## src/rtl/rr_arbiter_4_pkg.sv

```systemverilog
// Shared constants, state encoding and helpers for the four-way round-robin arbiter.
// Imported by the top level and by the priority picker.
package rr_arbiter_4_pkg;

  localparam int NUM_REQ = 4;
  localparam int IDX_W   = 2;

  typedef enum logic {
    ST_IDLE  = 1'b0,
    ST_GRANT = 1'b1
  } state_t;

  function automatic logic [NUM_REQ-1:0] idx_to_onehot(input logic [IDX_W-1:0] idx);
    logic [NUM_REQ-1:0] oh;
    oh      = '0;
    oh[idx] = 1'b1;
    return oh;
  endfunction

endpackage

```

## src/rtl/rr_prio_pick.sv

```systemverilog
// Combinational round-robin pick: rotate requests so last+1 comes first,
// priority-encode the lowest rotated position, then map back to a requester index.
module rr_prio_pick
  import rr_arbiter_4_pkg::*;
(
  input  logic [NUM_REQ-1:0] req,
  input  logic [IDX_W-1:0]   last,
  output logic [NUM_REQ-1:0] winner,
  output logic [IDX_W-1:0]   winner_idx,
  output logic               any
);

  logic [IDX_W-1:0]   src_idx [NUM_REQ];
  logic [NUM_REQ-1:0] rot;
  logic [IDX_W-1:0]   pick;

  // Rotated slot gi looks at requester (last + 1 + gi) mod 4; the wrap comes
  // for free from the 2-bit adder.
  genvar gi;
  generate
    for (gi = 0; gi < NUM_REQ; gi++) begin : g_rot
      assign src_idx[gi] = last + IDX_W'(gi + 1);
      assign rot[gi]     = req[src_idx[gi]];
    end
  endgenerate

  always_comb begin
    pick = '0;
    for (int k = NUM_REQ - 1; k >= 0; k--) begin
      if (rot[k]) begin
        pick = IDX_W'(k);
      end
    end
  end

  assign any        = |req;
  assign winner_idx = any ? src_idx[pick] : '0;
  assign winner     = any ? idx_to_onehot(winner_idx) : '0;

endmodule

```

## src/rtl/rr_arbiter_4.sv

```systemverilog
// Four-requester round-robin arbiter with grant hold, forced release after
// MAX_HOLD cycles, and a mandatory idle cycle between consecutive grants.
module rr_arbiter_4
  import rr_arbiter_4_pkg::*;
#(
  parameter int MAX_HOLD = 8,
  parameter int CNT_W    = 8
) (
  input  logic                clk,
  input  logic                rst_n,
  input  logic [NUM_REQ-1:0]  req,
  output logic [NUM_REQ-1:0]  grant,
  output logic [IDX_W-1:0]    grant_idx,
  output logic                grant_valid,
  output logic                timeout
);

  localparam logic [CNT_W-1:0] HOLD_LAST = CNT_W'(MAX_HOLD - 1);

  state_t             state_reg, state_next;
  logic [NUM_REQ-1:0] grant_reg, grant_next;
  logic [IDX_W-1:0]   idx_reg, idx_next;
  logic               valid_reg, valid_next;
  logic               timeout_reg, timeout_next;
  logic [CNT_W-1:0]   cnt_reg, cnt_next;
  logic [IDX_W-1:0]   last_reg, last_next;

  logic [NUM_REQ-1:0] pick_onehot;
  logic [IDX_W-1:0]   pick_idx;
  logic               pick_any;

  rr_prio_pick u_pick (
    .req        (req),
    .last       (last_reg),
    .winner     (pick_onehot),
    .winner_idx (pick_idx),
    .any        (pick_any)
  );

  always_ff @(posedge clk or negedge rst_n) begin
    if (!rst_n) begin
      state_reg   <= ST_IDLE;
      grant_reg   <= '0;
      idx_reg     <= '0;
      valid_reg   <= 1'b0;
      timeout_reg <= 1'b0;
      cnt_reg     <= '0;
      last_reg    <= IDX_W'(NUM_REQ - 1);
    end else begin
      state_reg   <= state_next;
      grant_reg   <= grant_next;
      idx_reg     <= idx_next;
      valid_reg   <= valid_next;
      timeout_reg <= timeout_next;
      cnt_reg     <= cnt_next;
      last_reg    <= last_next;
    end
  end

  always_comb begin
    state_next   = state_reg;
    grant_next   = grant_reg;
    idx_next     = idx_reg;
    valid_next   = valid_reg;
    timeout_next = 1'b0;
    cnt_next     = cnt_reg;
    last_next    = last_reg;

    case (state_reg)
      ST_IDLE: begin
        if (pick_any) begin
          state_next = ST_GRANT;
          grant_next = pick_onehot;
          idx_next   = pick_idx;
          valid_next = 1'b1;
          cnt_next   = '0;
          last_next  = pick_idx;
        end
      end
      ST_GRANT: begin
        // Release is checked first so a release coinciding with the hold
        // limit never raises timeout.
        if (!req[idx_reg]) begin
          state_next = ST_IDLE;
          grant_next = '0;
          idx_next   = '0;
          valid_next = 1'b0;
          cnt_next   = '0;
        end else if (cnt_reg == HOLD_LAST) begin
          state_next   = ST_IDLE;
          grant_next   = '0;
          idx_next     = '0;
          valid_next   = 1'b0;
          cnt_next     = '0;
          timeout_next = 1'b1;
        end else begin
          cnt_next = cnt_reg + 1'b1;
        end
      end
      default: begin
        state_next = ST_IDLE;
        grant_next = '0;
        idx_next   = '0;
        valid_next = 1'b0;
      end
    endcase
  end

  assign grant       = grant_reg;
  assign grant_idx   = idx_reg;
  assign grant_valid = valid_reg;
  assign timeout     = timeout_reg;

endmodule

```

## config.mk

```make
export PLATFORM = sky130hd
export DESIGN_NAME = rr_arbiter_4
export DESIGN_NICKNAME = d
export VERILOG_FILES = /design/src/rtl/rr_arbiter_4_pkg.sv /design/src/rtl/rr_prio_pick.sv /design/src/rtl/rr_arbiter_4.sv
export SDC_FILE = /design/constraint.sdc
export NUM_CORES = 1
export LEC_CHECK = 0
export CAP_MARGIN = 10
export CORE_ASPECT_RATIO = 2
export CORE_MARGIN = 2
export CORE_UTILIZATION = 35
export CTS_CLUSTER_DIAMETER = 100
export DETAILED_ROUTE_END_ITERATION = 8
export HOLD_SLACK_MARGIN = 0.15
export PLACE_DENSITY = 0.6
export SKIP_CTS_REPAIR_TIMING = 1
export SYNTH_ARGS = -nofsm -noshare
export SYNTH_HDL_FRONTEND = slang
export SYNTH_SLANG_ARGS = --single-unit
```

## constraint.sdc

```tcl
create_clock -name clk -period 2.95 [get_ports clk]
set_input_delay 0.4425 -clock clk [delete_from_list [all_inputs] [get_ports clk]]
set_output_delay 0.4425 -clock clk [all_outputs]
set_load 0.02 [all_outputs]
```

==> flow_metrics.py, run 1 <==
metrics = {
    "final_layout": {
        "layout.nets": 121,
        "instances_no_fill": 142,
        "antenna_cells": 0,
        "area_growth_pct": 22.49,
        "drive_gt1_frac": 0.1062,
        "largest_reg_flops": 8,
    },
    "floorplanning": {
        "initial_utilization": 0.3602,
        "rows": 27,
        "core_um2": 2703,
        "dieWidth_um": 41.29,
        "pin_count": 14,
        "die_y_um": 78.58,
        "die_area_um2": 3245,
    },
    "clocking": {
        "cts_buffers": 3,
        "cts_tree": "done",
        "cts_root_buffer": "clkbuf_8",
        "cts_sinks": 19,
        "cts.htree.levels": 1,
        "insertion_delay_ns": 0.26,
        "clockBufferDepth": 2,
        "clk_pin_slew_ns": 0.07,
    },
    "synth": {
        "synth_most_common_cell": "dfrtp_1",
        "yosysTopAreaCellShare": 0.4370,
        "synthTopCellsByCount": "dfrtp_1, nand2_1, nor2_1, nand2b_1, o21ai_0",
        "syn-cell-area_um2": 973.4,
        "ys_ff_latch": 19,
        "synth.area.top_cells": "dfrtp_1, dfstp_2, o2bb2ai_1",
        "synth_warnings": 0,
        "async_reset_ff_frac": 1.000,
        "syn_inst": 95,
        "synth_nets": 102,
        "synth_edf_count": 0,
        "ys_types": 38,
        "ys.flop_type": "dfrtp_1",
        "seq_area_frac_synth": 0.4910,
        "yosys.area.top_type": "dfrtp_1",
        "syn_avg_cell_area_um2": 10.25,
    },
    "critical_path": {
        "crit_type": "input port to flip-flop",
        "rrSetupSlack_ns": 1.19,
        "crit_required_ns": 3.13,
        "critPathCaptureType": "flip-flop",
        "critPathLaunch": "req[1]",
        "rr_startpoint": "cnt_reg[6]",
        "worstPathMaxFanout": 7,
        "crit_path_start_kind": "input port",
        "worst_ep_arrival_time_ns": 2.11,
    },
    "grt": {
        "grt_usage": 0.1618,
        "grt_antenna_before_repair": 0,
        "grt_pass1_wl_um": 3594,
        "grt_max_degree": 20,
        "first_global_vias": 806,
        "gr-total-overflow": 0,
    },
    "placement": {
        "placed_cells": 138,
        "dp_hpwl_um": 1710,
        "gp_congestion": 0.8316,
        "dpl_worst_slack_ns": 0.7667,
        "io_buffers": 13,
    },
    "sta": {
        "worst_pin_slew_ns": 0.8542,
        "finalCritPeriodShare": 0.6548,
        "finalClockSkew_ns": 0.002571,
        "rsz0062_at_grt": "no",
        "tns_ns": 0,
        "fin_crit_ns": 1.932,
        "hold_violations": 0,
        "maxSlewViolCount": 0,
        "setup_viol": 0,
        "finalWorstSetupSlack_ns": 1.018,
        "fmax_mhz": 517.7,
        "max_slew_margin": 0.4288,
    },
    "routing": {
        "drc": 0,
        "num_vias": 812,
        "routed_via_density": 5.718,
        "routed_wirelength_um": 2249,
        "wl_per_cell_um": 15.84,
        "drt_first_pass_iters": 4,
        "first_iter_violations": 8,
        "ant_nets": 0,
    },
    "job": {
        "max_cap_viol_count": 0,
    },
    "pwr": {
        "power_density_nw_per_um2": 882.1,
        "peakVddDrop_mv": 0.3784,
        "p_leak_nw": 0.4823,
    },
    "min_path": {
        "hold_start": "grant_valid",
        "hold_path.class": "flip-flop to flip-flop",
    },
    "status": {
        "status": "finished, final reports clean",
    },
}
kinds of logic (layout without fill, tap and decap cells):
kind of cell | after synthesis | count (layout) | share of synthesized area
compound gates | 33 | 33 | 0.2468
fa+ha+maj | 1 | 1 | 0.01285
buf+inv | 3 | 21 | 0.01157
flops | 19 | 19 | 0.4910
mux | 2 | 2 | 0.02057
simple gates | 37 | 37 | 0.2172
where the power goes:
group	total (W)	internal (W)	switching [W]	leakage (nW)
combinational	0.000449	0.000210	0.000239	0.212
clock	0.000181	0.0000962	0.0000851	0.0228
sequential	0.000421	0.000347	0.0000740	0.248
final cells by class:
| cell class | instances | area [µm²] |
|---|---|---|
| clock buffer | 4 | 45.04 |
| fill | 273 | 1510 |
| inverter | 3 | 11.26 |
| multi-input combinational | 73 | 484.2 |
| sequential | 19 | 478.0 |
| tap | 29 | 36.28 |
| timing repair buffer | 14 | 137.6 |
per-stage QoR:
stage / util / cell area, µm² / hold WS [ns] / power (W)
global route: 0.4412 / 1192 / 0.5086 / 0.001131
floorplan: - / 973.4 / 0.1469 / 0.0006900
detailed placement: 0.4245 / 1147 / 0.4764 / 0.0008797
finish: 0.4412 / 1192 / 0.4868 / 0.001052
global placement: 0.4245 / 1147 / 0.4651 / 0.0008740
CTS: 0.4412 / 1192 / 0.4926 / 0.001068
cell usage in the layout (no fill, tap or decap), types with 2 or more instances in the layout:
master	n
mux2i_1	2
a31oi_1	3
nand3_1	3
or3_1	2
clkbuf_8	3
a22o_1	3
o22ai_1	3
nor2b_1	3
o2bb2ai_1	4
clkdlybuf4s50_1	13
dfstp_2	2
o21ai_0	5
dfrtp_1	17
inv_1	3
nor2_1	6
a21oi_1	3
nand2_1	9
nand2b_1	5
per-layer routing:
layer	vias to the layer above	GRT usage	share of wire
li1	400	-	-
met1	394	0.1821	0.40
met2	13	0.2719	0.55
met3	5	0.02542	0.024
met4	0	0.07742	0.026
met5	-	0	0
worst paths after layout:
check,end,cells after the start
hold reg to reg,grant_valid,1
setup / recovery,cnt_reg[4],5
setup reg to reg,grant_idx[1],4
hold / removal,grant_valid,1
max in group asynchronous,cnt_reg[3],1
min in group asynchronous,grant_valid,1
critical path, cell delays in order:
cell	delay [ns]
clkdlybuf4s50_1	0.59
mux2i_1	0.15
o22a_1	0.31
or4_1	0.52
o21ai_0	0.09
Power figures use the tool's default switching activity.
==> run 2: changes to the inputs <==
--- a/config.mk
+++ b/config.mk
@@ -12,7 +12,7 @@
 export CTS_CLUSTER_DIAMETER = 100
 export DETAILED_ROUTE_END_ITERATION = 8
 export HOLD_SLACK_MARGIN = 0.15
-export PLACE_DENSITY = 0.6
+export PLACE_DENSITY = 0.62
 export SKIP_CTS_REPAIR_TIMING = 1
 export SYNTH_ARGS = -nofsm -noshare
 export SYNTH_HDL_FRONTEND = slang
==> constraint.sdc (replaced) <==
create_clock -name clk -period 1.55 [get_ports clk]
set_input_delay 0.2325 -clock clk [delete_from_list [all_inputs] [get_ports clk]]
set_output_delay 0.2325 -clock clk [all_outputs]
set_load 0.02 [all_outputs]
==> flow_metrics.py, run 2 (synthesis gave the netlist of run 1 again) <==
metrics = {
    "critical_path": {
        "worst_ep_arrival_time_ns": 1.88,
        "crit_required_ns": 1.71,
        "cp.buffers_inverters": 0,
        "rr_worst_depth": 3,
        "r2r_end": "cnt_reg[1]",
        "rrSetupSlack_ns": -0.17,
        "critPathLaunch": "cnt_reg[4]",
        "cpPeakStageDelay_ns": 0.55,
        "crit_chain": "or4_4 > or3_4 > a32o_1",
        "crit_path_start_kind": "flip-flop",
        "slowest_stage": "or4_4",
        "path_delay_family": "simple AND/OR/NAND/NOR gates",
        "critPathCaptureType": "flip-flop",
        "worstPathMaxFanout": 4,
        "crit_type": "flip-flop to flip-flop",
        "rr_startpoint": "cnt_reg[4]",
    },
    "final_layout": {
        "antenna_cells": 0,
        "n_fill_cell": 251,
        "final_common_cell": "buf_4",
        "multi_input_area_um2": 523.0,
        "post-route-util": 0.5333,
        "largest_reg_flops": 8,
        "area_growth_pct": 48.07,
        "drive_gt1_frac": 0.3286,
        "layout.nets": 148,
        "layout_common_cells": "buf_4, dfrtp_1, clkdlybuf4s50_1",
        "ff_latch_area_um2": 478.0,
    },
    "grt": {
        "grt_antenna_before_repair": 0,
        "grt_max_degree": 20,
        "grt_usage": 0.1860,
        "gr-total-overflow": 0,
        "grt_pass1_wl_um": 4140,
        "first_global_vias": 962,
    },
    "sta": {
        "worst_pin_slew_ns": 0.3579,
        "maxSlewViolCount": 0,
        "fin_crit_ns": 1.717,
        "setup_viol": 15,
        "fmax_mhz": 582.4,
        "finalClockSkew_ns": 0.004438,
        "max_slew_margin": 0.7614,
        "tns_ns": -1.214,
        "hold_violations": 0,
        "finalCritPeriodShare": 1.108,
        "finalWorstSetupSlack_ns": -0.1670,
        "rsz0062_at_grt": "yes",
    },
    "pwr": {
        "cellInternalPower_w": 0.001462,
        "power_density_nw_per_um2": 1612,
        "p_sw_frac": 0.3709,
        "p_leak_nw": 0.6439,
        "power_frac_seq": 0.336,
        "clkPwrFrac": 0.156,
        "combPwrFrac": 0.508,
        "power.switching_w": 0.0008620,
        "peakVddDrop_mv": 1.044,
    },
    "status": {
        "status": "finished, violations left",
        "violations": "setup timing",
    },
    "routing": {
        "routed_wirelength_um": 2631,
        "drt_first_pass_iters": 4,
        "wl_per_cell_um": 15.57,
        "first_iter_violations": 26,
        "drc": 0,
        "num_vias": 928,
        "ant_nets": 0,
        "routed_via_density": 5.491,
    },
    "clocking": {
        "clk_pin_slew_ns": 0.08,
        "cts.htree.levels": 1,
        "insertion_delay_ns": 0.27,
        "clockBufferDepth": 2,
        "cts_root_buffer": "clkbuf_8",
        "cts_sinks": 19,
        "cts_buffers": 3,
        "cts_tree": "done",
    },
    "placement": {
        "dp_hpwl_um": 1976,
        "gp_congestion": 0.7894,
        "io_buffers": 13,
        "dpl_worst_slack_ns": -0.2907,
    },
    "min_path": {
        "hold_path.class": "input port to asynchronous set/reset pin",
    },
    "floorplanning": {
        "core_um2": 2703,
        "die_area_um2": 3245,
        "pin_count": 14,
        "initial_utilization": 0.3602,
        "die_y_um": 78.58,
        "dieWidth_um": 41.29,
        "rows": 27,
    },
    "job": {
        "max_cap_viol_count": 0,
    },
}
run 2: worst max path at each step:
stage                 endpoint  cells past startpoint  slack (ns)
global route        cnt_reg[1]                      3       -0.19
detailed placement  cnt_reg[7]                      5       -0.29
global placement      grant[2]                      6       -0.26
CTS                  state_reg                      5       -0.20
floorplan           cnt_reg[1]                      3       -0.09
finish              cnt_reg[1]                      3       -0.17
run 2: power by group through the flow:
stage          Clock (W)  Combinational (W)  Sequential (W)
3_5_place_dp           0            0.00109        0.000787
5_1_grt         0.000398            0.00126        0.000799
4_1_cts         0.000377            0.00110        0.000778
3_3_place_gp           0            0.00106        0.000779
2_1_floorplan          0           0.000430        0.000884
6_report        0.000363            0.00118        0.000780
run 2: per-layer routing:
metal / vias to the layer above / share of wire / track usage
li1: 457 / - / -
met2: 15 / 0.55 / 0.3063
met1: 451 / 0.40 / 0.2091
met4: 0 / 0.029 / 0.1161
met3: 5 / 0.020 / 0.01695
met5: - / 0 / 0
run 2: cell type report:
type | instances | area share
clock buffers | 3 | 0.02865
clock inverters | 1 | 0.003472
inverters | 3 | 0.007813
multi-input cells | 73 | 0.3628
flip-flops and latches | 19 | 0.3316
well taps | 29 | 0.02517
repair buffers | 41 | 0.2405
run 2: metrics by stage:
step / total power, W / hold WS [ns] / std cells / area [µm²]
final: 0.002324 / 0.2910 / 169 / 1441
after floorplan: 0.001314 / -0.06309 / 95 / 973.4
after detailed placement: 0.001880 / 0.4646 / 163 / 1335
after global routing: 0.002456 / 0.3181 / 169 / 1441
after CTS: 0.002252 / 0.2939 / 167 / 1381
after global placement: 0.001843 / 0.4589 / 163 / 1335
